## src/rtl/uart_frame_pkg.sv

```systemverilog
// Shared types and constants for the framed UART image transmitter.
// State encoding, character geometry and pixel byte slice.
package uart_frame_pkg;

    localparam int UART_DATA_W     = 8;
    localparam int UART_FRAME_BITS = 10;
    localparam int PIX_BYTE_MSB    = 11;
    localparam int PIX_BYTE_LSB    = 4;

    typedef enum logic [2:0] {
        IDLE,
        HDR0,
        HDR1,
        FETCH,
        LOAD,
        SEND,
        CKSUM,
        DONE
    } state_t;

    // Trailer value that makes payload + trailer sum to zero mod 256.
    function automatic logic [UART_DATA_W-1:0] cksum_trailer(
        input logic [UART_DATA_W-1:0] sum
    );
        return UART_DATA_W'(~sum + 1'b1);
    endfunction

endpackage

```

## src/rtl/uart_tx_serializer.sv

```systemverilog
// 8N1 character serializer: start bit, 8 data bits LSB first, stop bit.
// Every bit lasts CLK_FREQ/UART_BPS clocks; char_done pulses after the stop bit.
module uart_tx_serializer
    import uart_frame_pkg::*;
#(
    parameter int CLK_FREQ = 50_000_000,
    parameter int UART_BPS = 115200
) (
    input  logic                   clk,
    input  logic                   rst_n,
    input  logic                   load,
    input  logic [UART_DATA_W-1:0] data,
    output logic                   tx,
    output logic                   ready,
    output logic                   char_done
);

    localparam int BIT_CYC = CLK_FREQ / UART_BPS;
    localparam int CNT_W   = (BIT_CYC > 1) ? $clog2(BIT_CYC) : 1;
    localparam logic [CNT_W-1:0] CNT_LAST = CNT_W'(BIT_CYC - 1);
    localparam logic [3:0] IDX_LAST = 4'(UART_FRAME_BITS - 1);

    logic                   r_tx;
    logic                   r_busy;
    logic                   r_done;
    logic [CNT_W-1:0]       r_cnt;
    logic [3:0]             r_idx;
    logic [UART_DATA_W:0]   r_shift;

    always_ff @(posedge clk) begin
        if (!rst_n) begin
            r_tx    <= 1'b1;
            r_busy  <= 1'b0;
            r_done  <= 1'b0;
            r_cnt   <= '0;
            r_idx   <= '0;
            r_shift <= '1;
        end else begin
            r_done <= 1'b0;
            if (!r_busy) begin
                if (load) begin
                    r_busy  <= 1'b1;
                    r_tx    <= 1'b0;
                    r_cnt   <= '0;
                    r_idx   <= '0;
                    r_shift <= {1'b1, data};
                end
            end else if (r_cnt != CNT_LAST) begin
                r_cnt <= r_cnt + 1'b1;
            end else begin
                r_cnt <= '0;
                if (r_idx == IDX_LAST) begin
                    r_busy <= 1'b0;
                    r_done <= 1'b1;
                    r_tx   <= 1'b1;
                end else begin
                    // Shift in ones so the stop bit falls out last.
                    r_idx   <= r_idx + 4'd1;
                    r_tx    <= r_shift[0];
                    r_shift <= {1'b1, r_shift[UART_DATA_W:1]};
                end
            end
        end
    end

    assign tx        = r_tx;
    assign ready     = ~r_busy;
    assign char_done = r_done;

endmodule

```

## src/rtl/uart_frame_tx.sv

```systemverilog
// Framed, abortable UART frame transmitter: sync header, pixel payload, optional trailer.
// Define UART_FRAME_CKSUM_EN to append a two's-complement checksum character.
module uart_frame_tx
    import uart_frame_pkg::*;
#(
    parameter int          CLK_FREQ    = 50_000_000,
    parameter int          UART_BPS    = 115200,
    parameter logic [19:0] FRAME_BYTES = 20'h4B000,
    parameter logic [15:0] SYNC_WORD   = 16'hA55A
) (
    input  logic        clk,
    input  logic        rst_n,
    input  logic        start,
    input  logic        abort,
    output logic        pix_rd,
    input  logic [11:0] pix_data,
    output logic        tx,
    output logic        busy,
    output logic        done,
    output logic [19:0] byte_count
);

    state_t                 r_state;
    logic                   r_busy;
    logic                   r_done;
    logic                   r_pix_rd;
    logic                   r_load;
    logic [UART_DATA_W-1:0] r_data;
    logic [19:0]            r_count;
    logic                   r_abort_pend;
`ifdef UART_FRAME_CKSUM_EN
    logic [UART_DATA_W-1:0] r_sum;
`endif

    logic                   w_tx;
    logic                   w_ready;
    logic                   w_char_done;
    logic                   w_abort;
    logic                   w_last;
    logic [UART_DATA_W-1:0] w_pix_byte;
    logic                   w_unused;

    assign w_abort    = r_abort_pend | abort;
    assign w_last     = (r_count == FRAME_BYTES - 20'd1);
    assign w_pix_byte = pix_data[PIX_BYTE_MSB:PIX_BYTE_LSB];
    assign w_unused   = ^pix_data[PIX_BYTE_LSB-1:0];

    uart_tx_serializer #(
        .CLK_FREQ (CLK_FREQ),
        .UART_BPS (UART_BPS)
    ) u_ser (
        .clk       (clk),
        .rst_n     (rst_n),
        .load      (r_load),
        .data      (r_data),
        .tx        (w_tx),
        .ready     (w_ready),
        .char_done (w_char_done)
    );

    always_ff @(posedge clk) begin
        if (!rst_n) begin
            r_state      <= IDLE;
            r_busy       <= 1'b0;
            r_done       <= 1'b0;
            r_pix_rd     <= 1'b0;
            r_load       <= 1'b0;
            r_data       <= '0;
            r_count      <= '0;
            r_abort_pend <= 1'b0;
`ifdef UART_FRAME_CKSUM_EN
            r_sum        <= '0;
`endif
        end else begin
            r_load   <= 1'b0;
            r_pix_rd <= 1'b0;
            r_done   <= 1'b0;
            if (abort && r_state != IDLE) begin
                r_abort_pend <= 1'b1;
            end
            unique case (r_state)
                IDLE: begin
                    r_abort_pend <= 1'b0;
                    if (start && !abort && w_ready) begin
                        r_state <= HDR0;
                        r_busy  <= 1'b1;
                        r_count <= '0;
                        r_load  <= 1'b1;
                        r_data  <= SYNC_WORD[15:8];
`ifdef UART_FRAME_CKSUM_EN
                        r_sum   <= '0;
`endif
                    end
                end
                HDR0: begin
                    if (w_char_done) begin
                        if (w_abort) begin
                            r_state <= IDLE;
                            r_busy  <= 1'b0;
                        end else begin
                            r_state <= HDR1;
                            r_load  <= 1'b1;
                            r_data  <= SYNC_WORD[7:0];
                        end
                    end
                end
                HDR1: begin
                    if (w_char_done) begin
                        if (w_abort) begin
                            r_state <= IDLE;
                            r_busy  <= 1'b0;
                        end else begin
                            r_state  <= FETCH;
                            r_pix_rd <= 1'b1;
                        end
                    end
                end
                FETCH: begin
                    r_state <= LOAD;
                end
                LOAD: begin
                    // pix_data is valid now, one cycle after the read strobe.
                    r_state <= SEND;
                    r_load  <= 1'b1;
                    r_data  <= w_pix_byte;
`ifdef UART_FRAME_CKSUM_EN
                    r_sum   <= r_sum + w_pix_byte;
`endif
                end
                SEND: begin
                    if (w_char_done) begin
                        r_count <= r_count + 20'd1;
                        if (w_abort) begin
                            r_state <= IDLE;
                            r_busy  <= 1'b0;
                        end else if (w_last) begin
`ifdef UART_FRAME_CKSUM_EN
                            r_state <= CKSUM;
                            r_load  <= 1'b1;
                            r_data  <= cksum_trailer(r_sum);
`else
                            r_state <= DONE;
                            r_done  <= 1'b1;
`endif
                        end else begin
                            r_state  <= FETCH;
                            r_pix_rd <= 1'b1;
                        end
                    end
                end
`ifdef UART_FRAME_CKSUM_EN
                CKSUM: begin
                    if (w_char_done) begin
                        if (w_abort) begin
                            r_state <= IDLE;
                            r_busy  <= 1'b0;
                        end else begin
                            r_state <= DONE;
                            r_done  <= 1'b1;
                        end
                    end
                end
`endif
                DONE: begin
                    r_state <= IDLE;
                    r_busy  <= 1'b0;
                end
                default: begin
                    r_state <= IDLE;
                    r_busy  <= 1'b0;
                end
            endcase
        end
    end

    assign tx         = w_tx;
    assign busy       = r_busy;
    assign done       = r_done;
    assign pix_rd     = r_pix_rd;
    assign byte_count = r_count;

endmodule

```

## config.mk

```make
export PLATFORM = sky130hd
export DESIGN_NAME = uart_frame_tx
export DESIGN_NICKNAME = d
export VERILOG_FILES = /design/src/rtl/uart_frame_pkg.sv /design/src/rtl/uart_tx_serializer.sv /design/src/rtl/uart_frame_tx.sv
export SDC_FILE = /design/constraint.sdc
export NUM_CORES = 1
export LEC_CHECK = 0
export BUFFER_PORTS_ARGS = -buffer_cell sky130_fd_sc_hd__buf_2
export CORE_MARGIN = 2
export CORE_UTILIZATION = 40
export DETAILED_ROUTE_END_ITERATION = 7
export GPL_ROUTABILITY_DRIVEN = 1
export PLACE_DENSITY = 0.7
export SLEW_MARGIN = 20
export SYNTH_ARGS = -nofsm -noshare
export SYNTH_HDL_FRONTEND = slang
export SYNTH_SLANG_ARGS = --single-unit
```

## constraint.sdc

```tcl
create_clock -name clk -period 2.1 [get_ports clk]
set_input_delay 0.21 -clock clk [delete_from_list [all_inputs] [get_ports clk]]
set_output_delay 0.21 -clock clk [all_outputs]
set_load 0.03 [all_outputs]
```

; Yosys cells after proc, flatten, opt, wreduce, memory -nomap -nowiden
; Cells that the tools add are included.
[op_classes]
muxes = 49
reduce_logical = 20
addsub = 3
eq_ne = 17
n_bitwise = 6
[ops]
columns = op, count
row1 = 2-to-1 mux 9 bit, 7
row2 = 2-to-1 mux 20 bit, 2
row3 = case mux 20 bit (2 select lines), 1
row4 = 2-to-1 mux 8 bit, 3
row5 = case mux 8 bit (3 select lines), 1
row6 = adder 20 x 1 -> 20 bit (second input constant), 1
row7 = == test 20 x 19 -> 1 bit (second input constant), 1
row8 = 2-to-1 mux 1 bit, 19
row9 = 2-to-1 mux 3 bit, 6
row10 = case mux 3 bit (6 select lines), 1
row11 = 2-to-1 mux 4 bit, 4
row12 = AND reduction 4 bit, 3
row13 = != test 2 x 1 -> 1 bit (second input constant), 5
row14 = adder 9 x 1 -> 9 bit (second input constant), 1
row15 = != test 9 bit (second input constant), 1
row16 = != test 2 bit (second input constant), 4
row17 = == test 3 x 2 -> 1 bit (second input constant), 2
row18 = == test 3 bit (second input constant), 2
row19 = case mux 1 bit (3 select lines), 2
row20 = AND reduction 3 bit, 2
row21 = nonzero test 3 bit, 2
row22 = OR reduction 3 bit, 2
row23 = NOT 1 bit, 5
row24 = adder 4 x 1 -> 4 bit (second input constant), 1
row25 = 12 further kinds, 17
[totals]
output_inout_bits = 24
word_cells = 109
regBits = 61
inputBits = 16

; Depth between registers and ports, before layout
[logic_depth]
depth_word = 5
mapped_depth = 7
depth_no_buf = 6

; Hierarchy
; A second synthesis with hierarchy kept.
[unflattened]
hier_cells = 345
hier_area_um2 = 3080.5
[modules_own_cells]
columns = module, area_each_um2, instances, seq_area_each_um2, cells_each
row1 = uart_frame_tx, 1767.9, 1, 720.7, 205
row2 = uart_tx_serializer, 1312.5, 1, 480.5, 140

; Worst setup path before layout
; No wires, ideal clock.
[synth_timing]
path_type = reg-to-reg
from = reg r_count[13], in the netlist byte_count[13]
to = reg r_done, in the netlist done
path_slack_ns = 0.282
path_buffers = 0
period_less_slack_ns = 1.818
required_ns = 2.012
path_stages_with_launch = 5
setup_ns = 0.088
t_arrival_ns = 1.731
path_cell_list = dfxtp_1 or4b_1 or2_0 or3_1 nor4_2
[synth_via]
elab_chain_len = 2
[synth_rtl]
columns = item, line
row1 = "start, declared", uart_frame_tx.sv:29  ; logic [19:0] r_count;
row2 = "start signal, assigned", uart_frame_tx.sv:132  ; r_count <= r_count + 20'd1;
row3 = == test 20 x 19 -> 1 bit, uart_frame_tx.sv:44  ; assign w_last = (r_count == FRAME_BYTES - 20'd1);
row4 = 2-to-1 mux 1 bit, uart_frame_tx.sv:136  ; end else if (w_last) begin
row5 = "end signal, assigned", uart_frame_tx.sv:65  ; r_done <= 1'b0;
row6 = "end signal, assigned", uart_frame_tx.sv:77  ; r_done <= 1'b0;
row7 = "end signal, assigned", uart_frame_tx.sv:143  ; r_done <= 1'b1;
row8 = "end, declared", uart_frame_tx.sv:25  ; logic r_done;
; Every way passes these cells.
; A chain may end at the register's enable or synchronous reset.

; Final worst setup path
[layout_timing]
from = reg r_state[2]
to = reg r_count[11], in the netlist byte_count[11]
[layout_via]
elab_chain_len = 3
elab_cells_between_ends = 7
cone_classes = 3 x eq/ne / 1 x mux / 3 x reduce/logical
[layout_rtl]
columns = item, line
row1 = "start, declared", uart_frame_tx.sv:23  ; state_t r_state;
row2 = "start signal, assigned", uart_frame_tx.sv:63  ; r_state <= IDLE;
row3 = "start signal, assigned", uart_frame_tx.sv:85  ; r_state <= HDR0;
row4 = "start signal, assigned", uart_frame_tx.sv:98  ; r_state <= IDLE;
row5 = == test 3 bit / logical NOT 3 bit (equally long branches), uart_frame_tx.sv:81  ; unique case (r_state)
row6 = != test 2 x 1 -> 1 bit (no line) (tied with other cells), -
row7 = AND reduction 3 bit (no line), -
; Several ways; a longest one is shown, not always the timed one.

==> summary.md <==
| Metric | Value |
|---|---|
| Fill count | 746 |
| Final Hold Fails | 0 |
| DRT Pass-1 Iters | 4 |
| Largest net degree at the start of global routing | 27 |
| EDFF count, synth | 0 |
| Setup Skew | 8.10 ps |
| Main combinational cell family by area after synthesis | simple AND/OR/NAND/NOR gates |
| H-tree Lvls | 3 |
| Crit path launch type | register |
| DIE WIDTH | 91.8 um |
| CP cell instances | and4b_1 > a21oi_2 > buf_12 > or4_1 > mux2i_1 |
| Die area | 8430 um^2 |
| Cell Rows | 32 |
| Fin nets | 414 |
| Combinational power share | 8.6% |
| Crit Path Class | register to register |
| CTS Hold Bufs | 0 |
| Root buf cell | clkbuf_8 |
| Final Max Tran Viols | 0 |
| Worst-margin pin slew | 571 ps |
| Simple logic cell fraction of the synthesized area | 28.2% |
| Netlist Area Pre-Place | 3080 um^2 |
| Diode count | 0 |
| Cell variety after synth | 59 |
| Setup_tns | 0 ps |
| Xor and xnor area share after synthesis | 0.852% |
| Routability cong. | 0.830 |
| Peak VDD IR | 0.333 mV |
| CTS Buf Count | 9 |
| CTS resizes | 0 |
| Reg clk slew, reported paths | 70 ps |
| Crit path DAT | 2090 ps |
| Critical path depth | 5 |
| Max frequency | 536 MHz |
| Crit end category | register |
| Syn nets | 377 |
| Syn Inst Count | 356 |
| Max_slew headroom | 61.7% |
| Crit-path slowest cell | or4_1 |
| Congestion Overflow GR | 0 |
| Worst skew pair latency | 330 ps |
| Hold Crit Depth | 2 |
| Initial Util | 40.5% |
| FF-to-FF path depth | 5 |
| Post-CTS setup buffers | 0 |
| Die Ht | 91.8 um |
| Final core utilization | 47.4% |
| Commonest non-fill, non-tap cell in the layout | dfxtp_1 |
| Status | finished clean |
| Area growth syn-to-layout | 16.9% |
| Yosys reg bits | 60 |
| Vias in the first global route | 2540 |
| CP required | 2330 ps |
| Drt via density | 5.60 |
| DR vias | 2792 |
| Avg WL per Cell | 14.4 um |
| CTS tree | done |
| Main synth FF type | dfxtp_1 |
| NetSw | 0.598 mW |
| Max Cap Viol | 0 |
| HPWL after DPL | 4.95 mm |
| Yosys warns | 0 |
| Final Power | 2.42 mW |
| GR Util All Layers | 17.8% |
| Clock Power Share | 42.3% |
| Most frequent cells in the layout | dfxtp_1 (60), nand2_1 (41), buf_2 (35) |
| Post-layout min period | 1870 ps |
| Antenna violations before repair | 0 |
| Ports | 40 |
| Share of cells above drive strength 1 | 19.4% |
| Pwr Density | 670 nW/um^2 |
| I/O Buffers | 35 |
| Switch share | 24.8% |
| Sequential share of power | 49.1% |
| Routed WL | 7.20 mm |
| Post-synthesis sequential area ratio | 38.9% |
| Clock Path Buffers | 2 |
| First DRT Iteration DRCs | 117 |
| Hold Path Class | primary input to register |
| Cell internal pwr | 1.82 mW |
| Worst path bufs/invs | 1 |
| Placeable Area | 7610 um^2 |
| Final period util | 88.9% |
| First-pass GRT wire length | 12.2 mm |
| Clock Sinks | 60 |
| Mux share of post-synthesis cell area | 4.58% |
| DRC Markers | 0 |
| Post-synthesis async set-or-reset flop share | 0% |
| Leak pwr | 1.43 nW |
| Synthesized-area fraction occupied by adder cells | 2.03% |
| Worst-path fanout max | 26 |
| Final setup vio count | 0 |
| Compound-Gate Fraction of Synth Area | 21.6% |
| CP top delay family | simple AND/OR/NAND/NOR gates |
| CP max stage delay | 540 ps |
| RSZ-0062 raised after global routing | false |
| Average size of a mapped cell | 8.66 um^2 |
| Post-DRT Antenna Nets | 0 |
==> cell type report <==
| cell class | count | area, um^2 | area share, % |
|---|---|---|---|
| well taps | 102 | 128 | 3.54 |
| clock buffers | 10 | 138 | 3.82 |
| flip-flops and latches | 60 | 1200 | 33.3 |
| multi-input cells | 267 | 1780 | 49.3 |
| repair buffers | 47 | 278 | 7.70 |
| clock inverters | 5 | 52.6 | 1.46 |
| inverters | 8 | 30.0 | 0.833 |
==> cell families after synthesis <==
family | Yosys count
AOI/OAI and AO/OA | 95
adders and majority gates | 5
muxes | 14
xor gates and xnor gates | 3
buffers and inverters | 29
and+or+nand+nor | 150
DFF | 60
==> per-stage QoR <==
step	cells	hold WS (ps)	cell area, um^2	worst slack [ps]
after global placement	484	447	3400	282
after detailed placement	484	450	3400	198
after CTS	499	162	3590	183
final	499	167	3610	233
after global routing	499	159	3610	85.3
after floorplan	356	390	3080	282
==> flip-flops by register name, summed over array words and instances, names as in the netlist <==
signal,cells
u_ser.r_shift,8
u_ser.r_cnt,9
r_abort_pend,1
u_ser.r_idx,4
pix_rd,1
r_data,8
u_ser.r_busy,1
busy,1
done,1
u_ser.char_done,1
r_state,3
r_load,1
u_ser.tx,1
byte_count,20
==> Yosys cell counts, drive strengths merged, types with 2 or more instances <==
cell type  instances  area share [%]
o211a              2            0.65
nor3b              4             1.3
a21o               4            0.97
nor3               7             1.5
inv                7            0.85
o211ai             6             1.5
nand3             15             2.4
nor4               3            0.81
o21a               2            0.49
and4b              3            0.97
o31ai             11             2.8
nand4b             4             1.1
o21ai             17             2.8
and3               9             1.8
nand4bb            2            0.73
o2111a             2            0.73
a21oi             23             3.9
nand2b             9             1.8
and2               4            0.81
dfxtp             60              39
and4               5             1.4
ha                 5             2.0
or3                5             1.0
xor2               2            0.57
nand2             41             5.0
a2111oi            5             1.4
nand4              3            0.61
clkbuf            13             1.6
or2                2            0.41
a211oi             3            0.73
nor2              16             1.9
buf                8             1.3
mux2i             13             4.2
nor2b              7             1.4
nor4bb             2            0.65
or4                6             1.5
a31oi              4            0.81
o221a              5             1.8
a211o              4             1.1
==> worst paths after layout <==
kind | from | to | slack (ps)
worst max-delay path | r_state[2] | byte_count[11] | 230
worst min-delay path | pix_data[7] | r_data[3] | 170
worst max register to register | r_state[2] | byte_count[11] | 230
worst min register to register | r_data[2] | r_data[2] | 460
==> worst reg2reg max path, stage by stage (launching register included) <==
cell and delay [ps]:
dfxtp_1 480, and4b_1 360, a21oi_2 70, buf_12 170, or4_1 550, mux2i_1 130
==> power by group through the flow <==
stage                     combinational (mW)  sequential [mW]  clock (mW)
after detailed placement               0.206             1.21           0
after global placement                 0.200             1.21           0
final                                  0.208             1.19        1.02
after global routing                   0.234             1.19        1.08
after CTS                              0.207             1.18        1.04
after floorplan                        0.137             1.21           0
==> metal layers <==
layer  GRT usage [%]  wire [um]
met5               0          0
met4            7.71        140
met3            3.94        344
met2            26.0       3170
met1            25.2       3550
No activity file was read; power rests on OpenSTA's default activity.
